### config.mk
export PLATFORM = sky130hd
export DESIGN_NAME = mux16_scan_serializer
export DESIGN_NICKNAME = d
export VERILOG_FILES = /design/src/rtl/mux16_scan_serializer_pkg.sv /design/src/rtl/mux16_scan_serializer_mux16_1.sv /design/src/rtl/mux16_scan_serializer.sv
export SDC_FILE = /design/constraint.sdc
export NUM_CORES = 1
export LEC_CHECK = 0
export CORE_MARGIN = 2
export CORE_UTILIZATION = 41
export DETAILED_ROUTE_END_ITERATION = 7
export DONT_BUFFER_PORTS = 1
export PLACE_DENSITY = 0.53
export SYNTH_ARGS = -nofsm -noshare
export SYNTH_HDL_FRONTEND = slang
export SYNTH_SLANG_ARGS = --single-unit
### constraint.sdc
create_clock -name clk -period 4.3 [get_ports clk]
set_clock_uncertainty 0.15 [all_clocks]
set_input_delay 0.215 -clock clk [delete_from_list [all_inputs] [get_ports clk]]
set_output_delay 0.215 -clock clk [all_outputs]
set_load 0.05 [all_outputs]
### src/rtl/mux16_scan_serializer_pkg.sv
`default_nettype none
// ============================================================================
// Module   : mux16_scan_serializer_pkg
// Brief    : Shared widths, index limit and state encoding for the serializer.
// Revision : 1.0 - initial release
// ============================================================================
package mux16_scan_serializer_pkg;

   localparam int DATA_W = 16;
   localparam int SEL_W  = 4;
   localparam int GAP_W  = 8;

   localparam logic [SEL_W-1:0] LAST_IDX = 4'd15;

   typedef enum logic [1:0] {
      ST_IDLE = 2'b00,
      ST_SEND = 2'b01,
      ST_GAP  = 2'b10
   } state_t;

endpackage : mux16_scan_serializer_pkg
`default_nettype wire

### src/rtl/mux16_scan_serializer_mux16_1.sv
`default_nettype none
// ============================================================================
// Module   : mux16_1
// Brief    : Combinational 16:1 bit selector, mirror of the 1:16 demux.
// Revision : 1.0 - initial release
// ============================================================================
module mux16_1
   import mux16_scan_serializer_pkg::*;
(
   input  logic [DATA_W-1:0] d,
   input  logic [SEL_W-1:0]  s,
   output logic              y
);

   assign y = d[s];

endmodule : mux16_1
`default_nettype wire

### src/rtl/mux16_scan_serializer.sv
`default_nettype none
// ============================================================================
// Module   : mux16_scan_serializer
// Brief    : Captures a 16-bit word and shifts it out one indexed bit at a time
//            under a valid/ready handshake with optional inter-bit gap.
// Revision : 1.0 - initial release
// ============================================================================
module mux16_scan_serializer
   import mux16_scan_serializer_pkg::*;
#(
   parameter int unsigned TICK_DIV = 1
)
(
   input  logic              clk,
   input  logic              rst_n,
   input  logic [DATA_W-1:0] d,
   input  logic              start,
   input  logic              ready,
   output logic              y,
   output logic [SEL_W-1:0]  s,
   output logic              valid,
   output logic              busy,
   output logic              done
);

   localparam logic [GAP_W-1:0] C_GAP_LOAD = GAP_W'(TICK_DIV - 1);

   state_t              r_state, w_state_nxt;
   logic [DATA_W-1:0]   r_snap,  w_snap_nxt;
   logic [SEL_W-1:0]    r_sel,   w_sel_nxt;
   logic [GAP_W-1:0]    r_gap,   w_gap_nxt;
   logic                r_y,     w_y_nxt;
   logic                r_valid, w_valid_nxt;
   logic                r_busy,  w_busy_nxt;
   logic                r_done,  w_done_nxt;
   logic                w_mux_bit;

   // Selector looks at next-state snapshot/index so Y lines up with S on VALID rise
   mux16_1 u_mux16_1 (
      .d (w_snap_nxt),
      .s (w_sel_nxt),
      .y (w_mux_bit)
   );

   always_ff @(posedge clk or negedge rst_n) begin
      if (!rst_n) begin
         r_state <= ST_IDLE;
         r_snap  <= '0;
         r_sel   <= '0;
         r_gap   <= '0;
         r_y     <= 1'b0;
         r_valid <= 1'b0;
         r_busy  <= 1'b0;
         r_done  <= 1'b0;
      end else begin
         r_state <= w_state_nxt;
         r_snap  <= w_snap_nxt;
         r_sel   <= w_sel_nxt;
         r_gap   <= w_gap_nxt;
         r_y     <= w_y_nxt;
         r_valid <= w_valid_nxt;
         r_busy  <= w_busy_nxt;
         r_done  <= w_done_nxt;
      end
   end

   always_comb begin
      w_state_nxt = r_state;
      w_snap_nxt  = r_snap;
      w_sel_nxt   = r_sel;
      w_gap_nxt   = r_gap;
      w_valid_nxt = r_valid;
      w_busy_nxt  = r_busy;
      w_done_nxt  = 1'b0;

      unique case (r_state)
         ST_IDLE: begin
            if (start) begin
               w_snap_nxt  = d;
               w_sel_nxt   = '0;
               w_busy_nxt  = 1'b1;
               w_valid_nxt = 1'b1;
               w_state_nxt = ST_SEND;
            end
         end
         ST_SEND: begin
            if (ready) begin
               if (r_sel == LAST_IDX) begin
                  w_valid_nxt = 1'b0;
                  w_busy_nxt  = 1'b0;
                  w_done_nxt  = 1'b1;
                  w_sel_nxt   = '0;
                  w_state_nxt = ST_IDLE;
               end else begin
                  w_sel_nxt = r_sel + 1'b1;
                  if (TICK_DIV > 1) begin
                     w_valid_nxt = 1'b0;
                     w_gap_nxt   = C_GAP_LOAD;
                     w_state_nxt = ST_GAP;
                  end
               end
            end
         end
         ST_GAP: begin
            w_gap_nxt = r_gap - 1'b1;
            if (r_gap <= GAP_W'(1)) begin
               w_valid_nxt = 1'b1;
               w_state_nxt = ST_SEND;
            end
         end
         default: begin
            w_valid_nxt = 1'b0;
            w_busy_nxt  = 1'b0;
            w_state_nxt = ST_IDLE;
         end
      endcase

      w_y_nxt = w_valid_nxt & w_mux_bit;
   end

   assign y     = r_y;
   assign s     = r_sel;
   assign valid = r_valid;
   assign busy  = r_busy;
   assign done  = r_done;

endmodule : mux16_scan_serializer
`default_nettype wire

==> run metrics, run 1 <==
outcome=completed; fraction of synthesized area in multiplexers=5.43%; Final Hold Fails=0; routed length per instance=15.1 um; die height=61.1 um; xor/xnor share of the synthesized area=0%; Max Clock Freq=358 MHz; Seq. cell area=601 um^2; Leakage=0.738 nW; final core utilization=51.9%; Synth Area in Simple Gates=27.7%; critical path startpoint category=flop; Core Rows=20; CORE AREA=0.00308 mm^2; Gate Count Post-Synth=142; starting density of the core=43.4%; Max Transition Viols Final=0; non-filler instance count after layout=204; Syn. warnings=0; CP max FO=7; share of cells above drive strength 1=15.0%; clk_lat worst skew=310 ps; worst vdd rail ir drop=273 uV; Post-Route WL=3.09 mm; multi-input logic area=673 um^2; RSZ-0062 raised after global routing=no; Post-Synth Adder-Cell Area=0.936%; Placed Instance Area=0.00135 mm^2; first-pass GRT wire length=5.18 mm; WP data required=4370 ps; synth top area cells=dfrtp_1, nand2_1, mux2i_1; H-tree depth=1; largest family of logic cells by synthesized area=simple AND/OR/NAND/NOR gates; I/O pin cnt=28; element type at the critical path end=flop; drt drc=0; PortBufs=0; worst rel slew slack=34.3%; total track usage=19.1%; final period utilization=64.9%; # diodes=0; Reg2Reg Depth=6; EDFF count, synth=0; setup TNS=0 ps; CTS buffer count=3; FFs w/ async S/R, synth=100%; gpl congestion=0.813; Hold Path Stages=2; Clock Path Buffers=2; worst slew pin tran=985 ps; grt total ovfl=0; Layout area overhead=19.6%; fin area=0.00160 mm^2; clock sinks=24; compound-gate portion of the synthesized area=16.3%; worst path arrival time=2860 ps; Synth Register Bits=24; CTS tree=done; WHS Endpoint=s[1]; Vias per Instance=5.32; R2R Path End=y; Synth Flop Type=dfrtp_1; min cycle time layout=2790 ps; Placed Cells=180; dpl hpwl=2.18 mm; largest area contributor in the netlist=dfrtp_1; hold_sp=ready; largest net degree at the start of global routing=25; post-detailed-route count of antenna-violating nets=0; Post-synth top cells=nand2_1, dfrtp_1, nor2_1, inv_1, mux2i_1; Setup CP Type=flop to flop; Worst R2R Start=s[0]; die area=0.00373 mm^2; syn avg cell area=9.41 um^2; vias=1085; fill count=284; Root Buffer=clkbuf_4; sequential cell area fraction in the yosys report=44.9%; post-cts resize count=0; Yosys top cell area share=44.9%; initial antenna violation count=0; Iter 0 DRT Violations=58; Clk pin slew, worst setup/hold paths=120 ps; first drt pass iteration count=4; power per cell area=625 mW/mm^2; top-count cell post-synth=nand2_1; Max Cap Violations=0; final setup fails=0; fin nets=182; Syn Nets=163; worst reg2reg setup slack=1510 ps; vias in the first global route=1126; mapped cell area=0.00134 mm^2; die width=61.1 um; postcts setup bufs=0; Worst Hold Class=input pin to flop; Unique masters post-synth=45; worst hold slack=62.2 ps
-- repair_timing --
action / in CTS / in global routing
endpoints found under the setup margin: 0 / 0
hold endpoints to repair: 42 / 0
hold buffers: 20 / 0
-- layout by cell type, fill, tap and decap left out, drive strengths merged, types with 2 or more instances in the layout --
master       synthesis  final
a21oi                2      2
a222oi               2      2
a311oi               2      2
and2                 2      2
and3b                2      2
clkbuf               1      4
dfrtp               24     24
dlygate4sd3          0     19
inv                  6      6
mux2                 2      2
mux2i                5      5
nand2               45     45
nand2b               2      2
nand3                2      2
nor2                 8      8
nor2b                3      3
nor3                 2      2
o2111a               2      2
o21ai                4      4
o22a                 2      2
or3                  2      2
or4                  2      2
-- logic make-up (layout without fill, tap and decap cells) --
| kind of cell | after synthesis | in the layout |
|---|---|---|
| AO/OA/AOI/OAI | 24 | 24 |
| adder cells (fa/ha/maj) | 1 | 1 |
| buffers and inverters | 12 | 30 |
| flip-flops | 24 | 24 |
| multiplexers | 7 | 7 |
| AND/OR/NAND/NOR | 74 | 74 |
-- power breakdown --
part / total [W] / switching (W) / internal, W
clock network: 0.000116 / 0.0000639 / 0.0000517
registers: 0.000508 / 0.000186 / 0.000322
logic: 0.000375 / 0.000189 / 0.000186
total: 0.000999 / 0.000439 / 0.000559
-- state kept, by name, summed over array words and instances (netlist names) --
| register | count |
|---|---|
| y | 1 |
| r_snap | 16 |
| s | 4 |
| valid | 1 |
| busy | 1 |
| done | 1 |
-- how the worst max path moves through the flow --
stage	to	from	slack, ps
floorplan	y	s[0]	1790
global placement	y	s[0]	1660
detailed placement	y	s[0]	1590
CTS	y	s[2]	1570
global route	y	s[0]	1340
finish	y	s[0]	1510
-- cell type report --
class	instances	area share [%]
Tap cell	44	3.45
Clock buffer	4	2.27
Inverter	6	1.41
Timing Repair Buffer	20	13.2
Sequential cell	24	37.6
Multi-Input combinational cell	106	42.1
-- per-stage QoR --
| stage | power [W] | worst slack, ps |
|---|---|---|
| 2_1_floorplan | 0.000788 | 1790 |
| 3_3_place_gp | 0.000852 | 1660 |
| 3_5_place_dp | 0.000867 | 1590 |
| 4_1_cts | 0.00101 | 1570 |
| 5_1_grt | 0.00108 | 1340 |
| 6_report | 0.000999 | 1510 |
-- critical path, stage by stage (launching register included) --
cell and delay (ps):
dfrtp_1 750, ha_1 370, nand3_1 100, a22oi_1 520, o21ai_0 180, o311a_1 370, nor4_2 270
-- metal layers --
layer | global-route usage, % | wire length (um)
met2 | 30.7 | 1410
met3 | 3.99 | 174
met4 | 7.45 | 48
met5 | 0 | 0
met1 | 25.2 | 1450
Note: power is estimated with default switching activity, not from simulation.
==> inputs of run 2 (changes only) <==
- ABC_AREA: not set -> 1
- clock period: 4.3 -> 2.8 ns (I/O delays scaled with it)
==> run 2 against run 1 <==
Compared with the run above:
- largest power group is now combinational logic
- die area shrank 9.4%
- power grew 71%
- sequential share of layout area shrank 0.52 points
- maximum frequency grew 27%
- synthesized cell count grew 0.70%
- sequential power grew 25%
- via count shrank 1.3%
- critical path type unchanged
==> run metrics, run 2 <==
worst rel slew slack=28.5% (-5.8 points); Placed Cells=175 (-2.8%); Post-Route WL=2.96 mm (-4.1%); Clk pin slew, worst setup/hold paths=130 ps (about the same); die width=58.2 um (-4.8%); element type at the critical path end=flop; Max Clock Freq=456 MHz (+27%); H-tree depth=1 (unchanged); Leakage=0.835 nW (+13%); Placed Instance Area=0.00123 mm^2 (-8.7%); post-cts resize count=0 (unchanged); Final Hold Fails=0 (unchanged); final core utilization=58.3% (+6.3 points); clk_lat worst skew=320 ps (about the same); first-pass GRT wire length=5.07 mm (-2.0%); Pint=0.000957 W (+71%); Final WS setup=609 ps (-899 ps); die area=0.00338 mm^2 (-9.4%); WHS Endpoint=s[3]; Post-Synth Adder-Cell Area=1.04% (+0.10 points); largest net degree at the start of global routing=25 (unchanged); die height=58.2 um (-4.8%); worst path arrival time=2260 ps (-600 ps); Vias per Instance=5.00 (-5.9%); routed length per instance=13.8 um (-8.6%); outcome=completed; syn avg cell area=8.41 um^2 (-11%); top-count cell post-synth=nand2_1; non-filler instance count after layout=214 (+4.9%); Clock Path Buffers=2 (unchanged); setup TNS=0 ps (unchanged); first drt pass iteration count=4 (unchanged); Worst Hold Class=input pin to flop; Reg2Reg Depth=6 (unchanged); Place WS=685 ps (-909 ps); min cycle time layout=2190 ps (-601 ps); CORE AREA=0.00278 mm^2 (-9.6%); PortBufs=0 (unchanged); fraction of synthesized area in multiplexers=0% (-5.4 points); Syn. warnings=0 (unchanged); sequential power share=37.2% (-14 points); final setup fails=0 (unchanged); worst vdd rail ir drop=740 uV (+170%); # diodes=0 (unchanged); worst slew pin tran=1070 ps (+84.1 ps); starting density of the core=43.2% (-0.18 points); synth top area cells=dfrtp_1, nand2_1, nand3_1; clock sinks=24 (unchanged); dpl hpwl=1.89 mm (-13%); sequential cell area fraction in the yosys report=49.9% (+5.0 points); Syn Nets=164 (+0.61%); Comb pwr share=51.9% (+14 points); Worst R2R Start=busy; gpl congestion=0.813 (about the same); WP data required=2860 ps (-1510 ps); Setup CP Type=flop to flop; CTS buffer count=3 (unchanged); Iter 0 DRT Violations=21 (-64%); EDFF count, synth=0 (unchanged); vias=1071 (-1.3%); CP max FO=18 (+11); vias in the first global route=1139 (+1.2%); Yosys top cell area share=49.9% (+5.0 points); largest family of logic cells by synthesized area=simple AND/OR/NAND/NOR gates; Hold Path Stages=6 (+4); compound-gate portion of the synthesized area=3.02% (-13 points); initial antenna violation count=0 (unchanged); Max Cap Violations=0 (unchanged); fill count=254 (-11%); mapped cell area=0.00120 mm^2 (-10%); share of total power in the clock network=10.9% (-0.7 points); Unique masters post-synth=19 (-58%); Root Buffer=clkbuf_4; commonest non-fill, non-tap cell in the layout=nand2_1; Synth Flop Type=dfrtp_1; xor/xnor share of the synthesized area=0.728% (+0.73 points); power per cell area=1050 mW/mm^2 (+69%); fin nets=205 (+13%); critical path startpoint category=flop; commonest non-fill, non-tap cells in the layout=nand2_1, dlygate4sd3_1, dfrtp_1; Synth Register Bits=24 (unchanged); Gate Count Post-Synth=143 (+0.70%); Layout area overhead=34.8%; Switching Fraction=44.0% (about the same); number of flip-flops in the largest register=16 (unchanged); RSZ-0062 raised after global routing=no; Core Rows=19 (-5.0%); share of cells above drive strength 1=13.1% (-1.9 points); largest area contributor in the netlist=dfrtp_1; I/O pin cnt=28 (unchanged); final period utilization=78.3% (+13 points); Post-synth top cells=nand2_1, dfrtp_1, nand3_1, inv_1, nand2_2; drt drc=0 (unchanged); grt total ovfl=0 (unchanged); fin area=0.00162 mm^2 (+1.4%); Max Transition Viols Final=0 (unchanged); Synth Area in Simple Gates=38.7% (+11 points); post-detailed-route count of antenna-violating nets=0 (unchanged); largest register by flop count=r_snap; hold_sp=ready; worst reg2reg setup slack=610 ps (-900 ps); R2R Path End=r_snap[13]; CTS tree=done; FFs w/ async S/R, synth=100% (unchanged); P_sw=0.000752 W (+71%); total track usage=20.1% (+0.99 points)
==> run 2: what timing repair did <==
action                                 CTS  global route
endpoints found under the hold margin   43             0
buffers inserted                         0             0
hold buffers                            35             0
==> run 2: how the worst max path moves through the flow <==
stage / cells past startpoint / end / start
floorplan: 12 / y / s[1]
global placement: 9 / y / busy
detailed placement: 9 / y / busy
CTS: 6 / r_snap[15] / busy
global route: 9 / y / busy
finish: 6 / r_snap[13] / busy
==> run 2: worst max-delay path, stage by stage (launching register included) <==
cell	delay, ps
dfrtp_1	770
inv_2	160
nand2_8	190
inv_8	90
nand2_1	70
nand2_1	80
dlygate4sd3_1	570
==> run 2: area by class of cell <==
type	count	area (um^2)	share of cell area [%]
Clock buffer	4	36.3	2.24
Timing Repair Buffer	38	373	23.0
Inverter	11	48.8	3.01
Tap cell	31	38.8	2.39
Sequential cell	24	601	37.1
Multi-Input combinational cell	106	523	32.3
==> run 2: power groups by stage <==
stage,clock (W),combinational [W],sequential (W)
final,0.000187,0.000887,0.000635
after floorplan,0,0.000457,0.000711
after detailed placement,0,0.000686,0.000643
after global routing,0.000209,0.000990,0.000654
after CTS,0.000187,0.000878,0.000636
after global placement,0,0.000666,0.000641
==> run 2: layer usage <==
layer	vias to the layer above	GRT usage, %	routed length [um]
li1	531	-	-
met1	512	26.3	1390
met2	23	34.4	1430
met3	5	2.23	97
met4	0	6.98	39
met5	-	0	0
==> run 2: cell families after synthesis <==
family,after synthesis
buffers and inverters,13
adders and majority gates,1
and+or+nand+nor,101
DFF,24
AOI/OAI and AO/OA,3
xor gates and xnor gates,1
==> run 2: per-stage QoR <==
stage	hold slack [ps]	power, W
after floorplan	-306	0.00117
after global placement	-305	0.00131
after detailed placement	-305	0.00133
after CTS	101	0.00170
after global routing	106	0.00185
final	107	0.00171
==> inputs of run 3 (changes only) <==
- ABC_AREA: 1 -> 0
- clock period: 2.8 -> 2.2 ns (I/O delays scaled with it)
==> run 3 against run 2 <==
Compared with the run above:
- clock-buffer cell count down 1
- final area up 11%
- sequential share of layout area fell by 3.3 points
- non-clock buffer count grew 1
- power rose by 31%
- flip-flop and latch count unchanged
- critical path depth unchanged
- combinational power increased by 24%
- maximum frequency grew 3.3%
- wire length grew 12%
- setup slack lost 530 ps
- global-route usage fell by 0.79 points
- highest routed layer unchanged
==> run metrics, run 3 (synthesis results as in run 1) <==
vias=1178 (+10%); CORE AREA=0.00308 mm^2 (+11%); fin nets=201 (-2.0%); Vias per Instance=5.28 (+5.6%); most used routing layer=met2; worst path arrival time=2190 ps (-70 ps); worst vdd rail ir drop=490 uV (-34%); Post-Route WL=3.30 mm (+12%); min cycle time layout=2120 ps (-69.3 ps); Reg2Reg Depth=6 (unchanged); dpl hpwl=2.26 mm (+19%); WP data required=2270 ps (-590 ps); Core Rows=20 (+1); Crit path largest cell delay=540 ps (-230 ps); Iter 0 DRT Violations=56 (+170%); clk_lat worst skew=320 ps (about the same); CP Buf/Inv Count=0 (-3); Power Total=0.00224 W (+31%); worst slew pin tran=478 ps (-591 ps); CP Launch Point=s[1]; Setup CP Type=flop to flop; first drt pass iteration count=4 (unchanged); PortBufs=0 (unchanged); Place WS=85.2 ps (-600 ps); Max Clock Freq=471 MHz (+3.3%); met3 GRT Util=2.31% (+0.079 points); drt drc=0 (unchanged); Hold Path Stages=3 (-3); final setup fails=0 (unchanged); RSZ-0062 raised after global routing=yes; power per cell area=1250 mW/mm^2 (+18%); CTS buffer count=3 (unchanged); CP top delay family=simple AND/OR/NAND/NOR gates; hold_sp=d[10]; die area=0.00373 mm^2 (+10%); CTS tree=done; Clk pin slew, worst setup/hold paths=140 ps (about the same); CP max FO=7 (-11); Final WS setup=77.8 ps (-531 ps); worst rel slew slack=68.1% (+40 points); largest net degree at the start of global routing=25 (unchanged); Final Hold Fails=0 (unchanged); Leakage=0.829 nW (-0.72%); critical path startpoint category=flop; Max Transition Viols Final=0 (unchanged); grt total ovfl=0 (unchanged); H-tree depth=1 (unchanged); commonest non-fill, non-tap cells in the layout=nand2_1, dlygate4sd3_1, dfrtp_1; die width=61.1 um (+5.0%); R2R Path End=y; global routing usage on met2=31.6% (-2.8 points); # diodes=0 (unchanged); WHS Endpoint=y; clock sinks=24 (unchanged); element type at the critical path end=flop; met1 GRT Util=25.3% (-1.1 points); total track usage=19.3% (-0.79 points); Max Cap Violations=0 (unchanged); post-detailed-route count of antenna-violating nets=0 (unchanged); Root Buffer=clkbuf_4; Seq. cell area=606 um^2 (+0.83%); CP max-delay cell=or4_2; final period utilization=96.5% (+18 points); worst reg2reg setup slack=80 ps (-530 ps); multi-input logic area=698 um^2 (+33%); die height=61.1 um (+5.0%); fill count=293 (+15%); Worst Hold Class=input pin to flop; starting density of the core=43.4% (+0.18 points); commonest non-fill, non-tap cell in the layout=nand2_1; routed length per instance=14.8 um (+7.1%); crit-path cells=ha_4, and3b_1, or4_2, o2111a_1, o41ai_2, nor4_2; first-pass GRT wire length=5.29 mm (+4.4%); Layout area overhead=34.1%; I/O pin cnt=28 (unchanged); Worst R2R Start=s[1]; Clock Path Buffers=2 (unchanged); number of flip-flops in the largest register=16 (unchanged); share of cells above drive strength 1=26.8% (+14 points); outcome=completed; initial antenna violation count=0 (unchanged); vias in the first global route=1167 (+2.5%); gpl congestion=0.841 (+3.4%); largest register by flop count=r_snap
## run 3: changes by cell type in the layout (fill, tap and decap cells not counted), moves of 3 or more
cell / before / now
nand3_1: 23 / 1
buf_4: 3 / 17
dlygate4sd3_1: 35 / 21
nand2_1: 57 / 45
nand2_2: 9 / 0
mux2i_1: 0 / 5
dfrtp_1: 24 / 20
dfrtp_2: 0 / 4
inv_1: 9 / 5
o21ai_0: 0 / 4
nor2b_1: 0 / 3
## run 3: timing repair
item                                    in CTS  in global routing
hold endpoints to repair                    44                  0
buffers inserted                             0                  4
hold buffers                                22                  0
gates resized for setup                      0                  2
endpoints found under the setup margin       0                  1
## run 3: report_power, final
group / internal [W] / switching [W]
clock network: 0.000184 / 0.000137
logic: 0.000507 / 0.000596
registers: 0.000638 / 0.000177
## run 3: final cells by class
class / count / share of cell area, %
Inverter: 6 / 1.26
Clock buffer: 3 / 1.26
Multi-Input combinational cell: 106 / 39.0
Tap cell: 44 / 3.07
Sequential cell: 24 / 33.8
Clock inverter: 1 / 1.68
Timing Repair Buffer: 39 / 20.0
## run 3: per-layer routing
| metal | part of all wire (%) | wire length (um) |
|---|---|---|
| met2 | 46 | 1530 |
| met1 | 46 | 1520 |
| met3 | 5.1 | 167 |
| met5 | 0 | 0 |
| met4 | 2.6 | 85 |
## run 3: how the worst max path moves through the flow
stage / endpoint / slack, ps / depth (start not counted)
after floorplan: y / 20 / 6
after global placement: y / 140 / 6
after detailed placement: y / 90 / 6
after CTS: y / 80 / 6
after global routing: y / -8 / 6
final: y / 80 / 6
## run 3: tightest hold or removal path, cell delays in order
cell and delay [ps]:
o21ai_0 130, o311a_1 190, nor4_2 40
## run 3: stage by stage
| step | setup TNS (ps) | utilization (%) | hold WS (ps) | cells | instance area (um^2) |
|---|---|---|---|---|---|
| finish | 0 | 58.2 | 21.2 | 223 | 1790 |
| global route | -7.81 | 58.2 | 35.0 | 223 | 1790 |
| CTS | 0 | 56.9 | 16.2 | 219 | 1750 |
| detailed placement | 0 | 47.7 | -335 | 193 | 1470 |
| global placement | 0 | 47.7 | -335 | 193 | 1470 |
| floorplan | 0 | - | -336 | 142 | 1360 |
